[config.mk]
export PLATFORM = sky130hd
export DESIGN_NAME = vga_timing_controller
export DESIGN_NICKNAME = d
export VERILOG_FILES = /design/src/rtl/vga_pkg.sv /design/src/rtl/vga_axis_counter.sv /design/src/rtl/vga_timing_controller.sv
export SDC_FILE = /design/constraint.sdc
export NUM_CORES = 1
export LEC_CHECK = 0
export CORE_MARGIN = 4
export CORE_UTILIZATION = 49
export DETAILED_ROUTE_END_ITERATION = 10
export PLACE_DENSITY = 0.84
export REMOVE_ABC_BUFFERS = 1
export SLEW_MARGIN = 5
export SYNTH_ARGS = -nofsm -noshare
export SYNTH_HDL_FRONTEND = slang
export SYNTH_SLANG_ARGS = --single-unit
[constraint.sdc]
create_clock -name CLOCK_25 -period 5.2 [get_ports CLOCK_25]
set_clock_uncertainty 0.05 [all_clocks]
set_input_delay 1.04 -clock CLOCK_25 [delete_from_list [all_inputs] [get_ports CLOCK_25]]
set_output_delay 1.04 -clock CLOCK_25 [all_outputs]
set_load 0.03 [all_outputs]
[src/rtl/vga_pkg.sv]
// Shared 640x480@60Hz timing constants and pixel-interface widths.
// img_generator imports this package too.
package vga_pkg;

  localparam int unsigned H_VISIBLE = 640;
  localparam int unsigned H_FRONT   = 16;
  localparam int unsigned H_SYNC    = 96;
  localparam int unsigned H_BACK    = 48;
  localparam int unsigned H_TOTAL   = H_VISIBLE + H_FRONT + H_SYNC + H_BACK;

  localparam int unsigned V_VISIBLE = 480;
  localparam int unsigned V_FRONT   = 10;
  localparam int unsigned V_SYNC    = 2;
  localparam int unsigned V_BACK    = 33;
  localparam int unsigned V_TOTAL   = V_VISIBLE + V_FRONT + V_SYNC + V_BACK;

  localparam int unsigned COORD_W     = 12;
  localparam int unsigned COLOR_DEPTH = 4;
  localparam int unsigned COLOR_W     = 3;

  // Bit positions inside the 3-bit colour word
  localparam int unsigned R_BIT = 2;
  localparam int unsigned G_BIT = 1;
  localparam int unsigned B_BIT = 0;

endpackage

[src/rtl/vga_axis_counter.sv]
// Modulo-N raster axis counter with enable; wrap_c_o flags the enabled N-1 -> 0 step.
module vga_axis_counter #(
  parameter int unsigned N = 800,
  parameter int unsigned W = 12
) (
  input  logic         clk_i,
  input  logic         rst_ni,
  input  logic         en_i,
  output logic [W-1:0] count_o,
  output logic         wrap_c_o
);

  logic [W-1:0] count_q;
  logic [W-1:0] count_d;
  logic         at_max_c;

  always_comb begin
    count_d  = count_q;
    at_max_c = (count_q == W'(N - 1));
    if (en_i) begin
      count_d = at_max_c ? '0 : count_q + W'(1);
    end
  end

  always_ff @(posedge clk_i) begin
    if (!rst_ni) begin
      count_q <= '0;
    end else begin
      count_q <= count_d;
    end
  end

  assign count_o  = count_q;
  assign wrap_c_o = en_i & at_max_c;

endmodule

[src/rtl/vga_timing_controller.sv]
// VGA raster timing: presents (x,y) to the pixel source, registers blanked colour and
// syncs so every VGA output lags the presented coordinate by exactly one clock.
module vga_timing_controller
  import vga_pkg::*;
#(
  parameter int unsigned H_VIS = H_VISIBLE,
  parameter int unsigned H_FP  = H_FRONT,
  parameter int unsigned H_SW  = H_SYNC,
  parameter int unsigned H_BP  = H_BACK,
  parameter int unsigned V_VIS = V_VISIBLE,
  parameter int unsigned V_FP  = V_FRONT,
  parameter int unsigned V_SW  = V_SYNC,
  parameter int unsigned V_BP  = V_BACK
) (
  input  logic                   CLOCK_25,
  input  logic                   RESET_N,
  output logic [COORD_W-1:0]     x,
  output logic [COORD_W-1:0]     y,
  input  logic [COLOR_W-1:0]     color,
  output logic [COLOR_DEPTH-1:0] VGA_R,
  output logic [COLOR_DEPTH-1:0] VGA_G,
  output logic [COLOR_DEPTH-1:0] VGA_B,
  output logic                   VGA_HS,
  output logic                   VGA_VS,
  output logic                   video_active,
  output logic                   frame_start
);

  localparam int unsigned H_TOT    = H_VIS + H_FP + H_SW + H_BP;
  localparam int unsigned V_TOT    = V_VIS + V_FP + V_SW + V_BP;
  localparam int unsigned HS_START = H_VIS + H_FP;
  localparam int unsigned HS_END   = HS_START + H_SW;
  localparam int unsigned VS_START = V_VIS + V_FP;
  localparam int unsigned VS_END   = VS_START + V_SW;

  logic [COORD_W-1:0] h_cnt;
  logic [COORD_W-1:0] v_cnt;
  logic               h_wrap_c;
  logic               v_wrap_c;

  vga_axis_counter #(.N(H_TOT), .W(COORD_W)) u_h_cnt (
    .clk_i    (CLOCK_25),
    .rst_ni   (RESET_N),
    .en_i     (1'b1),
    .count_o  (h_cnt),
    .wrap_c_o (h_wrap_c)
  );

  vga_axis_counter #(.N(V_TOT), .W(COORD_W)) u_v_cnt (
    .clk_i    (CLOCK_25),
    .rst_ni   (RESET_N),
    .en_i     (h_wrap_c),
    .count_o  (v_cnt),
    .wrap_c_o (v_wrap_c)
  );

  assign x = h_cnt;
  assign y = v_cnt;

  logic                   vis_c;
  logic [COLOR_DEPTH-1:0] r_d, g_d, b_d;
  logic [COLOR_DEPTH-1:0] r_q, g_q, b_q;
  logic                   hs_d, vs_d, hs_q, vs_q;
  logic                   act_q, fs_q;

  // Decode the presented (h,v); the syncs use the same coordinate as the pixel.
  always_comb begin
    vis_c = (h_cnt < COORD_W'(H_VIS)) && (v_cnt < COORD_W'(V_VIS));
    hs_d  = !((h_cnt >= COORD_W'(HS_START)) && (h_cnt < COORD_W'(HS_END)));
    vs_d  = !((v_cnt >= COORD_W'(VS_START)) && (v_cnt < COORD_W'(VS_END)));
    r_d   = {COLOR_DEPTH{color[R_BIT] & vis_c}};
    g_d   = {COLOR_DEPTH{color[G_BIT] & vis_c}};
    b_d   = {COLOR_DEPTH{color[B_BIT] & vis_c}};
  end

  // v_wrap_c marks the last clock of a frame, so frame_start rises as (0,0) is presented.
  always_ff @(posedge CLOCK_25) begin
    if (!RESET_N) begin
      r_q   <= '0;
      g_q   <= '0;
      b_q   <= '0;
      hs_q  <= 1'b1;
      vs_q  <= 1'b1;
      act_q <= 1'b0;
      fs_q  <= 1'b0;
    end else begin
      r_q   <= r_d;
      g_q   <= g_d;
      b_q   <= b_d;
      hs_q  <= hs_d;
      vs_q  <= vs_d;
      act_q <= vis_c;
      fs_q  <= v_wrap_c;
    end
  end

  assign VGA_R        = r_q;
  assign VGA_G        = g_q;
  assign VGA_B        = b_q;
  assign VGA_HS       = hs_q;
  assign VGA_VS       = vs_q;
  assign video_active = act_q;
  assign frame_start  = fs_q;

endmodule

== Word level (Yosys, flattened, before mapping) ==
Index checks and enable logic that the tools add are counted.
Word-level totals
  register bits after elaboration: 31
  output and inout bits: 40
  logic and storage cells: 31
  bits of input ports: 5
Operators by class
  reduce and logical (&&, ||, !) cells: 6
  bitwise logic cells: 5
  equality and inequality tests: 2
  muxes and demuxes: 1
  magnitude comparators: 6
  $add $sub $neg: 2
Operators with widths (count)
  adder 12 x 1 -> 12 bit (second input constant): 2
  equality test 12 x 10 -> 1 bit (second input constant): 2
  < comparator 12 x 10 -> 1 bit (second input constant): 2
  < comparator 12 x 9 -> 1 bit (second input constant): 2
  >= comparator 12 x 10 -> 1 bit (second input constant): 1
  >= comparator 12 x 9 -> 1 bit (second input constant): 1
  two-way mux 12 bit: 1
  AND 1 bit: 4
  logical AND 1 bit: 3
  logical NOT 1 bit: 2
  OR reduction 2 bit: 1
  inverter 1 bit: 1

== Longest topological paths before layout ==
Gate-level depths: netlist (run 1).
  word-level depth: 3
  gate-level depth with buffers: 7
  mapped depth without buffers: 6

== By module ==
From an unflattened synthesis (run 1), not the netlist that was laid out.
Unflattened totals
  cell total of the unflattened synthesis: 169
  area, all modules: 1542.7 um^2
By module, submodules not included
  vga_axis_counter at u_v_cnt: times used 1, cells an instance 71, sequential area each 240.2 um^2, area an instance 648.1 um^2
  vga_axis_counter at u_h_cnt: times used 1, cells an instance 58, sequential area each 240.2 um^2, area an instance 559.3 um^2
  vga_timing_controller: times used 1, cells an instance 40, sequential area each 140.1 um^2, area an instance 335.3 um^2

== Worst setup path before layout (run 1) ==
Ideal clock, no wire load.
  path kind: flip-flop to flip-flop
  start: reg u_h_cnt.count_q[0] (netlist: u_h_cnt.count_o[0])
  end: reg u_v_cnt.count_q[11] (netlist: u_v_cnt.count_o[11])
  setup slack: 2.818 ns
  cell stages (with the launch flop): 7
  data arrival time: 2.262 ns
  data required time: 5.080 ns
  path through: dfxtp_1 ha_1 nand4_1 or4_1 buf_2 or4_1 a21oi_1
Between the ends
  word-level cells in the longest chain between the ends: 1
RTL lines
  start, declared: RTL line vga_axis_counter.sv:13  | logic [W-1:0] count_q;
  start signal, assigned: RTL line vga_axis_counter.sv:29  | count_q <= count_d;
  equality test 12 x 10 -> 1 bit: RTL line vga_axis_counter.sv:19  | at_max_c = (count_q == W'(N - 1));
  end signal, assigned: RTL line vga_axis_counter.sv:29
  end, declared: RTL line vga_axis_counter.sv:13
Every way passes these cells.
A chain may end at the register's enable or synchronous reset.

== Worst setup path after layout (run 1) ==
  start: reg u_h_cnt.count_q[7] (netlist: u_h_cnt.count_o[7])
  end: out x[7]
RTL lines
  end, declared: RTL line vga_timing_controller.sv:17  | output logic [COORD_W-1:0] x,
No word-level cell between the ends.

==> results of run 1 <==
## metrics by stage
step / instance area [um^2] / worst slack (ns) / total power [mW] / instances / utilization
floorplan: 1340 / 2.62 / 0.271 / 152 / -
global placement: 1820 / 2.68 / 0.291 / 227 / 0.655
detailed placement: 1820 / 2.61 / 0.292 / 227 / 0.655
CTS: 1890 / 2.53 / 0.449 / 235 / 0.679
global route: 1890 / 2.44 / 0.468 / 235 / 0.679
finish: 1890 / 2.54 / 0.446 / 235 / 0.679
## flip-flops by register name (all words and copies together) (netlist names)
name             count
u_h_cnt.count_o     12
u_v_cnt.count_o     12
VGA_B                1
VGA_G                1
VGA_HS               1
VGA_R                1
VGA_VS               1
frame_start          1
video_active         1
## cells by family (layout without fill, tap and decap cells)
| group | count (synthesis) | after routing | synth area share |
|---|---|---|---|
| AOI/OAI and AO/OA | 24 | 24 | 0.0909 |
| buffers and inverters | 22 | 60 | 0.0926 |
| DFF | 31 | 31 | 0.429 |
| xor gates and xnor gates | 11 | 11 | 0.0667 |
| and+or+nand+nor | 74 | 74 | 0.286 |
| adders and majority gates | 4 | 4 | 0.0346 |
## metal layers
layer | GRT usage | share of wire
met1 | 0.194 | 0.41
met2 | 0.308 | 0.51
met3 | 0.0703 | 0.070
met4 | 0.0637 | 0.015
met5 | 0 | 0
## placed cells by master (no fill, tap or decap), types with 8 or more instances in the layout
master	synthesis	final
inv_1	8	8
o21ai_0	9	9
dfxtp_1	31	31
a21oi_1	11	11
nor2_1	17	17
xnor2_1	10	10
nand2_1	9	9
nand4_1	8	8
clkdlybuf4s50_1	0	44
## path summary, 6_finish.rpt
check                                         from                   to  cells after the start
worst min-delay path            u_h_cnt.count_o[0]   u_h_cnt.count_o[0]                      1
worst max-delay path            u_h_cnt.count_o[7]                 x[7]                      1
worst max register to register  u_h_cnt.count_o[0]  u_v_cnt.count_o[11]                      5
worst min register to register  u_h_cnt.count_o[0]   u_h_cnt.count_o[0]                      1
## worst reg2reg max path, delay by kind of cell (launching register included)
kind	cells	cell delay [ns]
flip-flops	1	0.40
AND/OR/NAND/NOR	3	1.70
AO/OA/AOI/OAI	1	0.15
adder cells (fa/ha/maj)	1	0.23
## cell type report
class | instances | area (um^2) | area share
inverter | 8 | 30.0 | 0.0159
multi-input combinational | 113 | 691 | 0.366
sequential | 31 | 621 | 0.328
timing repair buffer | 44 | 440 | 0.233
tap | 31 | 38.8 | 0.0205
clock buffer | 8 | 68.8 | 0.0364
## report_power, final
group | switching, mW | internal (mW)
combinational | 0.0240 | 0.0173
sequential | 0.00369 | 0.241
clock | 0.0807 | 0.0795
==> impl_metrics.csv, run 1 <==
group,metric,value,unit
synth,synth_top_area_frac,0.429,
cells_and_area,finalNetCount,212,
setup_path,crit_family,"buffers and inverters",
cts,cts_resized,0,
setup_path,required,4.11,ns
cts,cts_buffer_depth,2,
setup_path,path_buf_inv,1,
timing,slew_headroom,0.568,
placement,io_buffer_count,44,
timing,max_freq,376,MHz
timing,worst_pin_slew,0.648,ns
global_routing,grt_pass1_vias,1263,
drt,viasPerCell,5.60,
synth,synth_seq_cells,31,
power_and_ir_drop,power.density,236,nW/um^2
placement,place.gp.congestion,0.837,
drt,via_count,1317,
setup_path,worstSetupPathType,"flop to output port",
setup_path,endpoint_kind,"output port",
timing,tns,0,ns
die,die_h,62.3,um
drt,final_antenna_net_count,0,
timing,timing.final.crit_share,0.512,
setup_path,crit_path_max_incr_delay,0.73,ns
timing,hold_viol_final,0,
synth,synth_cell_types,31,
global_routing,grt_pass1_wl,5680,um
cells_and_area,area_delta_synth_final,30.7,%
timing,worst_hold_slack,0.434,ns
power_and_ir_drop,ir_drop,0.192,mV
cts,clock-sinks,31,
cells_and_area,drive_gt1_frac,0.0490,
timing,slew_viol_final,0,
setup_path,cp_slowest_cell,"clkdlybuf4s50_1",
cts,cts_tree,"yes",
drt,first_iter_violations,37,
synth,synth_top_area_cell,"dfxtp_1",
timing,final.min_clock_period,2.66,ns
cts,path_clk_slew,0.10,ns
placement,hpwl,2510,um
cells_and_area,antenna_cells,0,
synth,synthCells,166,
setup_path,cp_max_fo,8,
die,die_w,62.3,um
timing,grt_setup_unrepaired,"no",
power_and_ir_drop,p_leak,0.613,nW
synth,avgSynthCellArea,8.71,um^2
drt,routed_wl,3390,um
synth,synth_ff_type,"dfxtp_1",
die,io_pins,45,
outcome,status,"finished clean",
setup_path,rrSetupSlack,2.61,ns
cts,clock_latency,0.33,ns
synth,ys_top_cells_by_count,"dfxtp_1, nor2_1, a21oi_1, xnor2_1",
die,die_area,3880,um^2
synth,ys_top_cells_by_area,"dfxtp_1, xnor2_1, buf_4",
synth,synth_area,1450,um^2
global_routing,grt_max_degree,26,
drt,wl_per_cell,14.4,um
setup_path,cp.arrival,1.57,ns
setup_path,worstSetupStartpointType,"flop",
cts,post_cts_buffers,0,
global_routing,grt_use_total,0.178,
flow_run,max-cap-violations,0,
cts,cts_made_buffers,5,
cells_and_area,fill_cells,231,
hold_path,hp-class,"flop to flop",
synth,async_reset_ff_frac,0,
synth,synth.most_common_cell,"dfxtp_1",
synth,synth-edff-count,0,
global_routing,grt-ovfl-total,0,
drt,route.detailed.drc,0,
drt,drt_pass1_iterations,4,
synth,yosysSeqAreaShare,0.429,
timing,setup_viol,0,
die,num_rows,19,
synth,yosysWarnings,0,
cts,ctsHtreeMaxLevel,2,
setup_path,path_cells,"clkdlybuf4s50_1",
die,core,2780,um^2
die,start_util,0.520,
cts,clockRootBuffer,"clkbuf_4",
cts,cts_hold_repair.buffers,0,
global_routing,antenna_found_initial,0,
Power figures use the tool's default switching activity.
==> run 2: changes to the inputs <==
--- a/config.mk
+++ b/config.mk
@@ -6,9 +6,9 @@
 export NUM_CORES = 1
 export LEC_CHECK = 0
 export CORE_MARGIN = 4
-export CORE_UTILIZATION = 49
+export CORE_UTILIZATION = 41
 export DETAILED_ROUTE_END_ITERATION = 10
-export PLACE_DENSITY = 0.84
+export PLACE_DENSITY = 0.75
 export REMOVE_ABC_BUFFERS = 1
 export SLEW_MARGIN = 5
 export SYNTH_ARGS = -nofsm -noshare
==> constraint.sdc (replaced) <==
create_clock -name CLOCK_25 -period 2.18 [get_ports CLOCK_25]
set_clock_uncertainty 0.05 [all_clocks]
set_input_delay 0.436 -clock CLOCK_25 [delete_from_list [all_inputs] [get_ports CLOCK_25]]
set_output_delay 0.436 -clock CLOCK_25 [all_outputs]
set_load 0.03 [all_outputs]
==> impl_metrics.csv, run 2 (same netlist as run 1, synthesis figures left out) <==
group,metric,value,unit
drt,routed_wl,3590,um
placement,place.gp.congestion,0.832,
global_routing,grt_pass1_vias,1275,
timing,slew_headroom,0.686,
cells_and_area,final_area,2080,um^2
drt,drt_pass1_iterations,6,
cells_and_area,regArea,623,um^2
drt,via_count,1376,
timing,slew_viol_final,0,
hold_path,min_from,"u_v_cnt.count_o[1]",
timing,hold_viol_final,0,
setup_path,cp_max_fo,8,
cells_and_area,fill_cells,323,
power_and_ir_drop,power.density,524,nW/um^2
global_routing,grt_max_degree,11,
die,die_h,67.4,um
drt,met2WireLength,1780,um
cells_and_area,area_delta_synth_final,43.8,%
setup_path,worstRegToRegCells,5,
cells_and_area,antenna_cells,0,
cells_and_area,multiInputGateArea,711,um^2
cts,post_cts_buffers,0,
placement,hpwl,2640,um
die,core,3360,um^2
setup_path,worstSetupStartpointType,"flop",
placement,io_buffer_count,44,
cells_and_area,final_common_cell,"clkdlybuf4s50_1",
cts,cts_made_buffers,5,
setup_path,cp.arrival,2.40,ns
drt,wl_per_cell,13.4,um
power_and_ir_drop,pwr-share-seq,0.533,
cts,cts_buffer_depth,2,
global_routing,antenna_found_initial,0,
placement,pre_cts_slack,0.00587,ns
placement,placed_cell_area,1970,um^2
outcome,violations,"setup timing",
cts,clock_latency,0.34,ns
power_and_ir_drop,combPwrFrac,0.106,
cts,cts_hold_repair.buffers,0,
timing,grt_setup_unrepaired,"yes",
setup_path,endpoint_kind,"flop",
flow_run,max-cap-violations,0,
drt,top_layer_used,"met4",
setup_path,rrSetupSlack,-0.008,ns
setup_path,worstSetupPathType,"flop to flop",
outcome,status,"complete, but fails checks",
timing,worst_pin_slew,0.466,ns
setup_path,required,2.40,ns
hold_path,hp-class,"flop to flop",
power_and_ir_drop,switchingPower,0.272,mW
drt,viasPerCell,5.12,
power_and_ir_drop,internal_power,0.817,mW
placement,dp_cells,260,
cells_and_area,final_core_util,0.618,
cts,cts_tree,"yes",
cells_and_area,drive_gt1_frac,0.161,
setup_path,worstSetupStartpoint,"u_h_cnt.count_o[10]",
cells_and_area,final_cell_mix,"clkdlybuf4s50_1, dfxtp_1, nor2_1",
drt,route.detailed.drc,0,
timing,worst_hold_slack,0.465,ns
die,start_util,0.430,
drt,first_iter_violations,125,
cts,clockRootBuffer,"clkbuf_4",
cts,clock-sinks,31,
drt,final_antenna_net_count,0,
timing,max_freq,457,MHz
cells_and_area,stdcell_count,269,
setup_path,timing.rr.end,"u_v_cnt.count_o[9]",
timing,final.min_clock_period,2.19,ns
power_and_ir_drop,total_power,1.09,mW
global_routing,grt_use_total,0.172,
cts,ctsHtreeMaxLevel,2,
timing,setup_ws,-0.00773,ns
power_and_ir_drop,switching_share,0.250,
power_and_ir_drop,p_leak,0.714,nW
drt,wl_met3,197,um
cts,path_clk_slew,0.10,ns
power_and_ir_drop,clock_power_share,0.361,
global_routing,grt_pass1_wl,5910,um
global_routing,grt-ovfl-total,0,
die,die_w,67.4,um
hold_path,min_to,"u_v_cnt.count_o[1]",
die,num_rows,21,
timing,setup_viol,1,
drt,drt-met1-wl,1570,um
die,io_pins,45,
cells_and_area,finalNetCount,231,
die,die_area,4540,um^2
timing,timing.final.crit_share,1.00,
power_and_ir_drop,ir_drop,0.426,mV
hold_path,hold-path-cell-count,2,
setup_path,reg2reg_from,"u_h_cnt.count_o[10]",
timing,tns,-0.00773,ns
==> run 2: cell count changes in the layout (fill, tap and decap cells not counted), sizes merged <==
cell and change:
buf +19
==> run 2: power groups by stage <==
stage               combinational [mW]  clock (mW)  sequential (mW)
floorplan                       0.0161           0            0.631
global placement                 0.113           0            0.593
detailed placement               0.114           0            0.593
CTS                              0.115       0.397            0.580
global route                     0.122       0.421            0.583
finish                           0.115       0.393            0.580
==> run 2: how the worst max path moves through the flow <==
| stage | end | slack, ns |
|---|---|---|
| floorplan | u_v_cnt.count_o[11] | -0.40 |
| finish | u_v_cnt.count_o[9] | -0.008 |
| global route | u_v_cnt.count_o[11] | -0.05 |
| global placement | u_v_cnt.count_o[11] | 0.03 |
| detailed placement | u_v_cnt.count_o[11] | 0.006 |
| CTS | u_v_cnt.count_o[11] | -0.006 |
==> run 2: layout make-up <==
type,instances,area share
Tap cell,46,0.0277
Clock buffer,8,0.0331
Sequential cell,31,0.300
Multi-Input combinational cell,113,0.342
Inverter,8,0.0144
Timing Repair Buffer,63,0.283
==> run 2: per-layer routing <==
layer	track usage	vias up
met5	0	-
met4	0.0608	0
met3	0.0566	6
li1	-	689
met1	0.210	643
met2	0.281	38
==> run 2: timing repair <==
action / 4_1_cts / 5_1_grt
endpoints found under the setup margin: 4 / 12
gates cloned: 1 / 0
pin swaps: 4 / 2
resized for setup: 3 / 6
==> run 2: worst max-delay path, cell delays in order (launching register included) <==
cell and delay [ns]:
dfxtp_2 0.33, or4_4 0.52, or4_4 0.44, buf_6 0.15
or4_1 0.50, a21oi_1 0.13
==> edit (settings of run 2) <==
Put a register stage on the outputs `x` and `y`, with the module's reset. The values now appear one clock later. The other outputs are not delayed to match.
--- a/src/rtl/vga_timing_controller.sv
+++ b/src/rtl/vga_timing_controller.sv
@@ -54,8 +54,15 @@
     .wrap_c_o (v_wrap_c)
   );
 
-  assign x = h_cnt;
-  assign y = v_cnt;
+  always_ff @(posedge CLOCK_25) begin
+    if (!RESET_N) begin
+      x <= '0;
+      y <= '0;
+    end else begin
+      x <= h_cnt;
+      y <= v_cnt;
+    end
+  end
 
   logic                   vis_c;
   logic [COLOR_DEPTH-1:0] r_d, g_d, b_d;
Check against the original RTL: not equivalent (a bounded check fails within 4 cycles, from zero or initial values and one cycle with RESET_N low).
==> edit against run 2 <==
Sequential share of layout area grew 11 points. Die area grew 40%. Maximum frequency grew 8.9%. Power grew 64%. Worst hold slack lost 0.020 ns. Sequential cell count grew 24. Routed wire length grew 13%. Design area grew 30%. Highest routed layer unchanged. Critical path depth grew 1. Area after synthesis grew 46%. Via count grew 15%. Setup slack gained 0.18 ns.
==> edit: results (changes against run 2) <==
Finish
  • Inserted Diodes: 0 (unchanged)
  • Fin nets: 264 (+14%)
  • Share of layout cells above drive strength 1: 0.0703 (-0.0911)

Setup path
  • Worst path max stage delay: 0.48 ns (-0.04 ns)
  • Worst Setup SP: u_h_cnt.count_o[0]$_SDFF_PP0_
  • RR Endpoint: u_v_cnt.count_o[7]$_SDFFE_PN0N_
  • Cell family with most CP delay: simple AND/OR/NAND/NOR gates
  • CP arrival: 2.20 ns (-0.20 ns)
  • Worst path slowest cell: or4_1
  • R2R depth: 6 (+1)
  • Critical path endpoint category: flip-flop
  • Worst-path maximum fanout: 11 (+3)
  • R2R setup slack: 0.17 ns (+0.18 ns)

Global routing
  • First-pass GRT wire length: 6910 µm (+17%)
  • GRT Util Overall: 0.136 (-0.0354)
  • Vias in the first global route: 1488 (+17%)
  • Largest net degree at the start of global routing: 25 (+14)
  • Initial antenna violation count: 0 (unchanged)

Placed design
  • RD Place Congestion: 0.829 (-0.34%)
  • Port Buffers: 44 (unchanged)
  • Dpl cell area: 2580 µm² (+31%)
  • Placed cells: 315 (+21%)
  • DP HPWL: 2940 µm (+11%)

Clock network
  • Clk_lat worst skew: 0.30 ns (-0.04 ns)
  • Clk buf depth: 2 (unchanged)
  • CTS buffer count: 5 (unchanged)
  • Post-cts sizing count: 0 (-3)
  • CTS H-tree lvls: 2 (unchanged)
  • Root buffer cell: clkbuf_8
  • Clock slew at reported path FFs: 0.09 ns
  • Post-CTS Setup Bufs: 0 (unchanged)

Logic synthesis
  • Warnings, synthesis: 0 (unchanged)
  • Most frequent cells after synthesis: 55 x dfxtp_1, 32 x and2_1, 14 x nor2_1, 10 x xor2_1
  • Synth Area per Inst: 9.86 µm² (+13%)
  • Synth area leaders: dfxtp_1 52%, and2_1 9.5%, xor2_1 4.1%
  • Post-synth ARST share: 0 (unchanged)
  • Sequential share of the synthesized area: 0.522 (+0.0922)
  • Unique masters post-synth: 30 (-3.2%)

Pwr
  • Pleak: 1.02 nW (+42%)
  • Maximum vdd ir drop: 0.000252 V (-41%)

Hold path
  • Hold path start: u_h_cnt.count_o[0]$_SDFF_PP0_
  • Worst hold stages: 1 (-1)
  • Hold Path Sink: u_h_cnt.count_o[0]$_SDFF_PP0_
  • Hold WC Path Type: flip-flop to flip-flop

Drt
  • Vias/cell: 4.90 (-4.3%)
  • Pre-antenna DRT Iters: 4 (-2)
  • WL/cell: 12.6 µm (-5.5%)
  • Detailed Route Iter0 Violations: 113 (-9.6%)
  • Routed vias: 1582 (+15%)

STA
  • Max-slew headroom: 0.759 (+0.0724)

Outcome
  • Status: completed
edit: layout make-up:
type,count,area (µm²)
Multi-Input combinational cell,135,881
Clock buffer,5,68.8
Tap cell,67,83.8
Sequential cell,55,1100
Fill cell,436,2150
Inverter,7,26.3
Timing Repair Buffer,51,493
Clock inverter,3,43.8
edit: power breakdown:
group / internal (mW) / switching, mW / total (mW)
Sequential: 1.02 / 0.00904 / 1.02
Clock: 0.342 / 0.315 / 0.657
Combinational: 0.0443 / 0.0573 / 0.102
Total: 1.40 / 0.382 / 1.78
edit: per-stage QoR:
step / hold WS, ns / utilization / setup WS, ns
global placement: 0.411 / 0.533 / 0.289
detailed placement: 0.432 / 0.533 / 0.202
global route: 0.476 / 0.556 / 0.00579
finish: 0.446 / 0.556 / 0.171
floorplan: 0.395 / - / 0.0800
CTS: 0.455 / 0.556 / 0.173
edit: cell families (layout without fill, tap and decap cells):
family,count (synthesis),in the layout,share of synthesized area
muxes,1,1,0.00474
DFF,55,55,0.522
buffers and inverters,24,66,0.0611
xor gates and xnor gates,11,11,0.0456
AOI/OAI and AO/OA,21,21,0.0622
and+or+nand+nor,98,98,0.281
adders and majority gates,4,4,0.0237
edit: metal layers:
layer	global-route usage	vias to the layer above	wire length, µm
met5	0	-	0
met4	0.0608	0	55
met3	0.0237	4	246
met2	0.215	45	1820
met1	0.182	728	1950
li1	-	805	-
